### config.mk
export PLATFORM = sky130hd
export DESIGN_NAME = shift_reg_burst
export DESIGN_NICKNAME = d
export VERILOG_FILES = /design/src/rtl/shift_reg_burst.sv
export SDC_FILE = /design/constraint.sdc
export NUM_CORES = 1
export LEC_CHECK = 0
export ABC_AREA = 1
export ABC_CLOCK_PERIOD_IN_PS = 1450
export BUFFER_PORTS_ARGS = -buffer_cell sky130_fd_sc_hd__buf_2
export CORE_MARGIN = 8
export CORE_UTILIZATION = 35
export DETAILED_ROUTE_END_ITERATION = 16
export PLACE_DENSITY_LB_ADDON = 0.15
export SLEW_MARGIN = 10
export SYNTH_ARGS = -nofsm -noshare
export SYNTH_HDL_FRONTEND = slang
export SYNTH_SLANG_ARGS = --single-unit
export TNS_END_PERCENT = 30
### constraint.sdc
create_clock -name clk -period 1.45 [get_ports clk]
set_input_delay 0.0725 -clock clk [delete_from_list [all_inputs] [get_ports clk]]
set_output_delay 0.0725 -clock clk [all_outputs]
set_load 0.02 [all_outputs]
### src/rtl/shift_reg_burst.sv
// Parametrised universal shift register with single-step modes and an
// autonomous burst engine that applies N shifts/rotates with busy/done status.
module shift_reg_burst #(
    parameter  int unsigned WIDTH = 8,
    localparam int unsigned CNT_W = $clog2(WIDTH + 1)
) (
    input  logic             clk,
    input  logic             nrst,
    input  logic             D,
    input  logic [2:0]       mode_i,
    input  logic [WIDTH-1:0] par_i,
    input  logic             start_i,
    input  logic [CNT_W-1:0] count_i,
    output logic [WIDTH-1:0] P,
    output logic             ser_o,
    output logic             busy_o,
    output logic             done_o
);

    localparam logic [2:0] MODE_HOLD = 3'b000;
    localparam logic [2:0] MODE_LOAD = 3'b001;
    localparam logic [2:0] MODE_SHL  = 3'b010;
    localparam logic [2:0] MODE_SHR  = 3'b011;
    localparam logic [2:0] MODE_ROL  = 3'b100;
    localparam logic [2:0] MODE_ROR  = 3'b101;

    typedef enum logic {
        IDLE,
        BURST
    } state_t;

    state_t           state;
    logic [2:0]       op_q;
    logic             fill_q;
    logic [CNT_W-1:0] cnt_q;

    logic [2:0]       sel_op;
    logic             sel_fill;
    logic [WIDTH-1:0] step_p;
    logic             step_ser;
    logic             is_shift;
    logic [CNT_W-1:0] clamp_cnt;

    // Next register value for one step of the active op (latched op during a burst)
    always_comb begin
        sel_op   = (state == BURST) ? op_q : mode_i;
        sel_fill = (state == BURST) ? fill_q : D;
        step_p   = P;
        step_ser = ser_o;
        case (sel_op)
            MODE_LOAD: step_p = par_i;
            MODE_SHL: begin
                step_p   = {P[WIDTH-2:0], sel_fill};
                step_ser = P[WIDTH-1];
            end
            MODE_SHR: begin
                step_p   = {sel_fill, P[WIDTH-1:1]};
                step_ser = P[0];
            end
            MODE_ROL: begin
                step_p   = {P[WIDTH-2:0], P[WIDTH-1]};
                step_ser = P[WIDTH-1];
            end
            MODE_ROR: begin
                step_p   = {P[0], P[WIDTH-1:1]};
                step_ser = P[0];
            end
            default: ;
        endcase
    end

    // Burst acceptance qualifiers: only shift/rotate modes start a burst; count saturates at WIDTH
    always_comb begin
        is_shift  = (mode_i == MODE_SHL) || (mode_i == MODE_SHR) ||
                    (mode_i == MODE_ROL) || (mode_i == MODE_ROR);
        clamp_cnt = (count_i > CNT_W'(WIDTH)) ? CNT_W'(WIDTH) : count_i;
    end

    // Control FSM and datapath registers; all outputs registered
    always_ff @(posedge clk) begin
        if (!nrst) begin
            state  <= IDLE;
            op_q   <= MODE_HOLD;
            fill_q <= 1'b0;
            cnt_q  <= '0;
            P      <= '0;
            ser_o  <= 1'b0;
            busy_o <= 1'b0;
            done_o <= 1'b0;
        end else begin
            done_o <= 1'b0;
            case (state)
                IDLE: begin
                    if (start_i && is_shift) begin
                        op_q   <= mode_i;
                        fill_q <= D;
                        cnt_q  <= clamp_cnt;
                        if (clamp_cnt != '0) begin
                            busy_o <= 1'b1;
                            state  <= BURST;
                        end else begin
                            done_o <= 1'b1;
                        end
                    end else begin
                        P     <= step_p;
                        ser_o <= step_ser;
                    end
                end
                BURST: begin
                    P     <= step_p;
                    ser_o <= step_ser;
                    cnt_q <= cnt_q - CNT_W'(1);
                    if (cnt_q == CNT_W'(1)) begin
                        busy_o <= 1'b0;
                        done_o <= 1'b1;
                        state  <= IDLE;
                    end
                end
                default: state <= IDLE;
            endcase
        end
    end

endmodule

# [Yosys cells after proc, flatten, opt, wreduce, memory -nomap -nowiden]
# Cells that the tools add are included.
[classes] add_sub_neg=1 n_mul=0 div_mod_pow=0 magnitude_cmp=1 eq_ne=14 shifts=0 mux=23 bitwise_logic=1 n_reduce_logical=9
[op_table] operator="one-hot mux 8 bit (5 select lines)" count=1
[op_table] operator="one-hot mux 8 bit (2 select lines)" count=1
[op_table] operator="== test 3 x 2 -> 1 bit, second input constant" count=4
[op_table] operator="== test 3 bit, second input constant" count=4
[op_table] operator="two-way mux 1 bit" count=11
[op_table] operator="one-hot mux 1 bit (2 select lines)" count=5
[op_table] operator="two-way mux 4 bit" count=2
[op_table] operator="two-way mux 8 bit" count=1
[op_table] operator="one-hot mux 4 bit (2 select lines)" count=1
[op_table] operator="inequality test 2 bit, second input constant" count=3
[op_table] operator="== test 4 x 1 -> 1 bit, second input constant" count=1
[op_table] operator="greater-than comparator 4 bit, second input constant" count=1
[op_table] operator="nonzero test 4 bit" count=1
[op_table] operator="OR reduction 2 bit" count=2
[op_table] operator="subtractor 4 x 1 -> 4 bit, second input constant" count=1
[op_table] operator="== test 3 x 1 -> 1 bit, second input constant" count=1
[op_table] operator="logical OR 1 bit" count=3
[op_table] operator="two-way mux 3 bit" count=1
[op_table] operator="AND reduction 3 bit" count=1
[op_table] operator="inequality test 2 x 1 -> 1 bit, second input constant" count=1
[op_table] operator="AND reduction 2 bit" count=1
[op_table] operator="logical AND 1 bit" count=1
[op_table] operator="NOT 1 bit" count=1
[word_totals] register_bits=20 latchBits=0 ramBits=0 mem_bits_ro=0 in_bits=19 output_inout_bits=11 elab_cells=57 memories=0

# [Depth between registers and ports, before layout]
[depth] word_depth=7 depth_mapped=13 depth_no_buf=11

# [Least setup slack after synthesis]
# OpenSTA, ideal clock, no wires.
[synth_timing] path_type="flip-flop to flip-flop" startpoint="register state" endpoint="register P[3]" setup_time_ps=115 arrival_time_ps=1268 required_ps=1335 setup_slack_ps=67 path_stages_with_launch=14 n_path_buf=3 period_less_slack_ps=1383 path_cell_list="dfxtp_1 buf_6 inv_4 buf_6 nand2_4 nand2_4 nand2_4 nand2_4 nand2_4 nand2_4 buf_6 nand2_1 nor2_1 nor2_1"
[synth_between] elab_chain_len=5 word_cells_on_any_way=11 cone_classes="6 x eq/ne; 4 x mux; 1 x bitwise"
[synth_lines] element="start, declared" line="32" text="state_t state;"
[synth_lines] element="start signal, assigned" line="82" text="state <= IDLE;"
[synth_lines] element="start signal, assigned" line="100" text="state <= BURST;"
[synth_lines] element="start signal, assigned" line="116" text="state <= IDLE;"
[synth_lines] element="two-way mux 3 bit" line="46" text="sel_op = (state == BURST) ? op_q : mode_i;"
[synth_lines] element="== test 3 bit (tied with other cells)" line="50" text="case (sel_op)"
[synth_lines] element="one-hot mux 8 bit (5 select lines)" line="50"
[synth_lines] element="two-way mux 8 bit" line="94" text="if (start_i && is_shift) begin"
[synth_lines] element="one-hot mux 8 bit (2 select lines)" line="92" text="case (state)"
[synth_lines] element="end signal, assigned" line="105" text="P <= step_p;"
[synth_lines] element="end signal, assigned" line="110" text="P <= step_p;"
[synth_lines] element="end, declared" line="14" text="output logic [WIDTH-1:0] P,"
# Parallel ways exist; a longest one is shown, timed or not. The select of a mux whose other input is x is not followed.
# A chain may end at the register's enable or synchronous reset.

# [Worst setup path after layout]
[layout_timing] startpoint="register state" endpoint="register P[7]"
# The elaborated chain is that of the path after synthesis.

==> report_table.html <==
<table>
<tr><th>Metric</th><th>Value</th></tr>
<tr><th colspan="2">Status</th></tr>
<tr><td>Result of the run</td><td>finished clean</td></tr>
<tr><th colspan="2">Worst hold path</th></tr>
<tr><td>Hold wc startpoint</td><td>D</td></tr>
<tr><td>Kind of path behind the tightest hold check</td><td>input pin to register</td></tr>
<tr><td>Terminating pin of the worst hold path</td><td>fill_q</td></tr>
<tr><td>Min-Delay Path Depth</td><td>3</td></tr>
<tr><th colspan="2">Critical path</th></tr>
<tr><td>Worst setup EP type</td><td>register</td></tr>
<tr><td>Maximum fanout encountered on the critical timing path</td><td>6</td></tr>
<tr><td>Count of cell instances traversed by the critical path</td><td>10</td></tr>
<tr><td>Crit path max-delay family</td><td>simple AND/OR/NAND/NOR gates</td></tr>
<tr><td>CP max stage delay</td><td>380 ps</td></tr>
<tr><td>Critical path, cell by cell</td><td>inv_8 &gt; nand2_2 &gt; nand2_2 &gt; nand2_4 &gt; nand2_4 &gt; nand2_4 &gt; buf_4 &gt; nand2_1 &gt; nand3_1 &gt; a21oi_1</td></tr>
<tr><td>Number of buffer and inverter instances along the worst setup path</td><td>2</td></tr>
<tr><td>Endpoint of the worst register-to-register path</td><td>P[7]</td></tr>
<tr><td>Slack of the worst reg-to-reg path</td><td>90 ps</td></tr>
<tr><td>Crit path kind</td><td>register to register</td></tr>
<tr><td>WP data required</td><td>1650 ps</td></tr>
<tr><td>Startpoint of the lowest-slack register-to-register path</td><td>state</td></tr>
<tr><td>Most common cell type on the critical path</td><td>sky130_fd_sc_hd__nand2_4</td></tr>
<tr><td>Element type at the critical path start</td><td>register</td></tr>
<tr><td>Depth of the most critical reg-to-reg path</td><td>10</td></tr>
<tr><td>Slowest cell on the critical path</td><td>sky130_fd_sc_hd__dfxtp_4</td></tr>
<tr><td>Arrival time at the worst endpoint</td><td>1550 ps</td></tr>
<tr><th colspan="2">Pwr</th></tr>
<tr><td>Leakage power total</td><td>0.856 nW</td></tr>
<tr><td>Switching power</td><td>672 µW</td></tr>
<tr><td>Total power of the final layout</td><td>1.94 mW</td></tr>
<tr><td>Maximum resistive drop on vdd</td><td>0.438 mV</td></tr>
<tr><td>Power density of the placed cells</td><td>1130 nW/µm²</td></tr>
<tr><td>Portion of total power attributed to combinational logic</td><td>0.355</td></tr>
<tr><td>Switching power share of the total</td><td>0.346</td></tr>
<tr><td>Internal portion of total power</td><td>1.27 mW</td></tr>
<tr><td>Power share of the clock group</td><td>0.294</td></tr>
<tr><td>Fraction of power consumed by sequential logic</td><td>0.351</td></tr>
<tr><th colspan="2">Floorplanning</th></tr>
<tr><td>Die area</td><td>5860 µm²</td></tr>
<tr><td>Vertical extent of the die</td><td>76.6 µm</td></tr>
<tr><td>Initial core utilization</td><td>0.356</td></tr>
<tr><td>Die Span X</td><td>76.6 µm</td></tr>
<tr><td>Top-Level Pins</td><td>30</td></tr>
<tr><td>Total core area</td><td>3610 µm²</td></tr>
<tr><td>Site Rows</td><td>22</td></tr>
<tr><th colspan="2">Run</th></tr>
<tr><td>Max Cap Violations</td><td>0</td></tr>
<tr><th colspan="2">STA</th></tr>
<tr><td>Clock skew</td><td>5.92 ps</td></tr>
<tr><td>Worst slew margin relative to its limit</td><td>0.823</td></tr>
<tr><td>Final worst-path cycle share</td><td>0.935</td></tr>
<tr><td>Achievable clock frequency</td><td>0.737 GHz</td></tr>
<tr><td>Slew @ Worst Pin</td><td>263 ps</td></tr>
<tr><td>Final Slew Violations</td><td>0</td></tr>
<tr><td>TNS Setup</td><td>0 ps</td></tr>
<tr><td>Final Hold Vio Count</td><td>0</td></tr>
<tr><td>Period minus WS final</td><td>1360 ps</td></tr>
<tr><td>Worst hold slack after final layout</td><td>63.2 ps</td></tr>
<tr><td>Endpoints failing setup</td><td>0</td></tr>
<tr><th colspan="2">CTS</th></tr>
<tr><td>Maximum buffer depth of the clock tree</td><td>2</td></tr>
<tr><td>CTS tree</td><td>built</td></tr>
<tr><td>Clock latency at the later pin of the worst-skew pair</td><td>260 ps</td></tr>
<tr><td>Total clock buffers created by CTS</td><td>3</td></tr>
<tr><td>CTS H-tree depth</td><td>1</td></tr>
<tr><td>Root buffer cell</td><td>sky130_fd_sc_hd__clkbuf_8</td></tr>
<tr><td>Clock slew at reported path FFs</td><td>80 ps</td></tr>
<tr><td>Hold buffers post-CTS</td><td>0</td></tr>
<tr><td>Sink Count</td><td>20</td></tr>
<tr><th colspan="2">Synth</th></tr>
<tr><td>Synth area leaders</td><td>sky130_fd_sc_hd__dfxtp_1, sky130_fd_sc_hd__nand2_1, sky130_fd_sc_hd__nor2_1, sky130_fd_sc_hd__nand2_4, sky130_fd_sc_hd__a21oi_1</td></tr>
<tr><td>Yosys synthesis warning count</td><td>0</td></tr>
<tr><td>Number of different library cells in the post-synthesis netlist</td><td>23</td></tr>
<tr><td>Total nets after synthesis</td><td>221</td></tr>
<tr><td>Post-synthesis sequential element count</td><td>20</td></tr>
<tr><td>Top FF cell, synth</td><td>sky130_fd_sc_hd__dfxtp_1</td></tr>
<tr><td>Fraction of registers with async set/reset</td><td>0</td></tr>
<tr><td>Number of enable-type register cells in the synthesized netlist</td><td>0</td></tr>
<tr><td>Post-synthesis cell type with the largest combined area</td><td>sky130_fd_sc_hd__dfxtp_1</td></tr>
<tr><td>Post-Synthesis Cell Area</td><td>1280 µm²</td></tr>
<tr><td>Area share of the largest cell type after synthesis</td><td>0.312</td></tr>
<tr><td>Sequential-to-total area share from yosys stat</td><td>0.312</td></tr>
<tr><td>Number of standard cells after synthesis</td><td>200</td></tr>
<tr><td>Avg Cell Area, Syn</td><td>6.42 µm²</td></tr>
<tr><th colspan="2">Cells and area</th></tr>
<tr><td>Filler Cells Inserted</td><td>381</td></tr>
<tr><td>Util after Layout</td><td>0.476</td></tr>
<tr><td>Count of antenna diodes in the layout</td><td>0</td></tr>
<tr><td>Most common library cell in the layout ignoring fill and taps</td><td>sky130_fd_sc_hd__nand2_1</td></tr>
<tr><td>Share of layout cells above drive strength 1</td><td>0.299</td></tr>
<tr><td>Most frequent cells in the layout</td><td>sky130_fd_sc_hd__nand2_1, sky130_fd_sc_hd__buf_2, sky130_fd_sc_hd__nor2_1</td></tr>
<tr><td>Final std cells w/o fill</td><td>292</td></tr>
<tr><td>Area growth syn-to-layout</td><td>33.6%</td></tr>
<tr><td>Final #Nets</td><td>266</td></tr>
<tr><th colspan="2">Drt</th></tr>
<tr><td>1st-pass router iterations</td><td>5</td></tr>
<tr><td>DRC viols</td><td>0</td></tr>
<tr><td>Antenna-violating nets left</td><td>0</td></tr>
<tr><td>Final wirelength</td><td>3280 µm</td></tr>
<tr><td>Initial DRC Count</td><td>59</td></tr>
<tr><td>Via count of the routed design</td><td>1321</td></tr>
<tr><td>Post-DR wirelength/cell</td><td>11.2 µm</td></tr>
<tr><td>Via count normalized by instance count</td><td>4.52</td></tr>
<tr><th colspan="2">Place</th></tr>
<tr><td>GP Congestion</td><td>0.825</td></tr>
<tr><td>Final HPWL from detailed placement</td><td>2510 µm</td></tr>
<tr><td>Number of port buffers</td><td>29</td></tr>
<tr><td>Count of placed standard cells including taps</td><td>284</td></tr>
<tr><th colspan="2">Global routing</th></tr>
<tr><td>Number of global-route vias before repair</td><td>1288</td></tr>
<tr><td>Antenna violations before repair</td><td>0</td></tr>
<tr><td>GRT Resource Usage Total</td><td>0.114</td></tr>
<tr><td>Maximum number of pins on one net before global-route repair</td><td>14</td></tr>
<tr><td>Overflow left after global routing</td><td>0</td></tr>
<tr><td>Global-route wire length before repair</td><td>5670 µm</td></tr>
</table>
==> power groups by stage <==
stage | Combinational [mW] | Clock, mW | Sequential [mW]
5_1_grt | 0.774 | 0.610 | 0.691
4_1_cts | 0.618 | 0.589 | 0.680
3_5_place_dp | 0.615 | 0 | 0.692
2_1_floorplan | 0.387 | 0 | 0.733
3_3_place_gp | 0.620 | 0 | 0.692
6_report | 0.690 | 0.570 | 0.681
==> registers in the layout (all words and copies together) (netlist names) <==
name,cells
done_o,1
op_q,3
cnt_q,4
state,1
busy_o,1
P,8
ser_o,1
fill_q,1
==> through the flow <==
stage | instance area, µm² | setup slack [ps]
after detailed placement | 1540 | -58.8
after global routing | 1720 | -13.1
after floorplan | 1280 | 67.4
final | 1720 | 94.1
after global placement | 1540 | -32.1
after CTS | 1610 | 13.2
==> cell families (layout without fill, tap and decap cells) <==
family | count (synthesis) | count (layout) | synth area share
AOI/OAI and AO/OA | 29 | 29 | 0.117
DFF | 20 | 20 | 0.312
and+or+nand+nor | 124 | 124 | 0.458
buffers and inverters | 25 | 69 | 0.0936
adders and majority gates | 2 | 2 | 0.0195
==> timing repair <==
item                       in CTS  in global routing
setup buffers                   0                  4
gates resized for setup         1                 18
pin swaps                       0                 11
setup endpoints to repair       8                  8
==> synth_stat cells (2+ instances only) <==
master / instances
sky130_fd_sc_hd__nor2_1: 25
sky130_fd_sc_hd__nand2_2: 3
sky130_fd_sc_hd__dfxtp_1: 20
sky130_fd_sc_hd__o21ai_1: 6
sky130_fd_sc_hd__ha_1: 2
sky130_fd_sc_hd__inv_1: 16
sky130_fd_sc_hd__nand3_1: 12
sky130_fd_sc_hd__nor2_4: 2
sky130_fd_sc_hd__nand2_1: 71
sky130_fd_sc_hd__inv_2: 2
sky130_fd_sc_hd__nand2_4: 8
sky130_fd_sc_hd__a21oi_1: 15
sky130_fd_sc_hd__buf_6: 3
sky130_fd_sc_hd__o21ai_0: 6
==> per-layer routing <==
layer  up-vias  wire [µm]  GRT usage
li1        717          -          -
met1       573       1640      0.147
met2        26       1490      0.173
met3         5        124     0.0342
met4         0         34     0.0423
met5         -          0          0
==> worst register-to-register path, cell delays in order (launching register included) <==
cell	delay (ps)
sky130_fd_sc_hd__dfxtp_4	380
sky130_fd_sc_hd__inv_8	90
sky130_fd_sc_hd__nand2_2	50
sky130_fd_sc_hd__nand2_2	110
sky130_fd_sc_hd__nand2_4	70
sky130_fd_sc_hd__nand2_4	100
sky130_fd_sc_hd__nand2_4	90
sky130_fd_sc_hd__buf_4	150
sky130_fd_sc_hd__nand2_1	60
sky130_fd_sc_hd__nand3_1	70
sky130_fd_sc_hd__a21oi_1	120
==> area by class of cell <==
cell class              count  area [µm²]  area share
well taps                  48        60.1      0.0350
repair buffers             45         285       0.166
clock inverters             1        30.0      0.0175
clock buffers               3        41.3      0.0241
inverters                  20        87.6      0.0511
flip-flops and latches     20         404       0.236
multi-input cells         155         807       0.470
==> worst max-delay path by stage <==
stage                from  slack (ps)  endpoint
detailed placement  state         -60      P[1]
global route        state         -10      P[3]
CTS                 state          10      P[1]
floorplan           state          70      P[3]
finish              state          90      P[7]
global placement    state         -30      P[5]
Note: power is estimated with default switching activity, not from simulation.
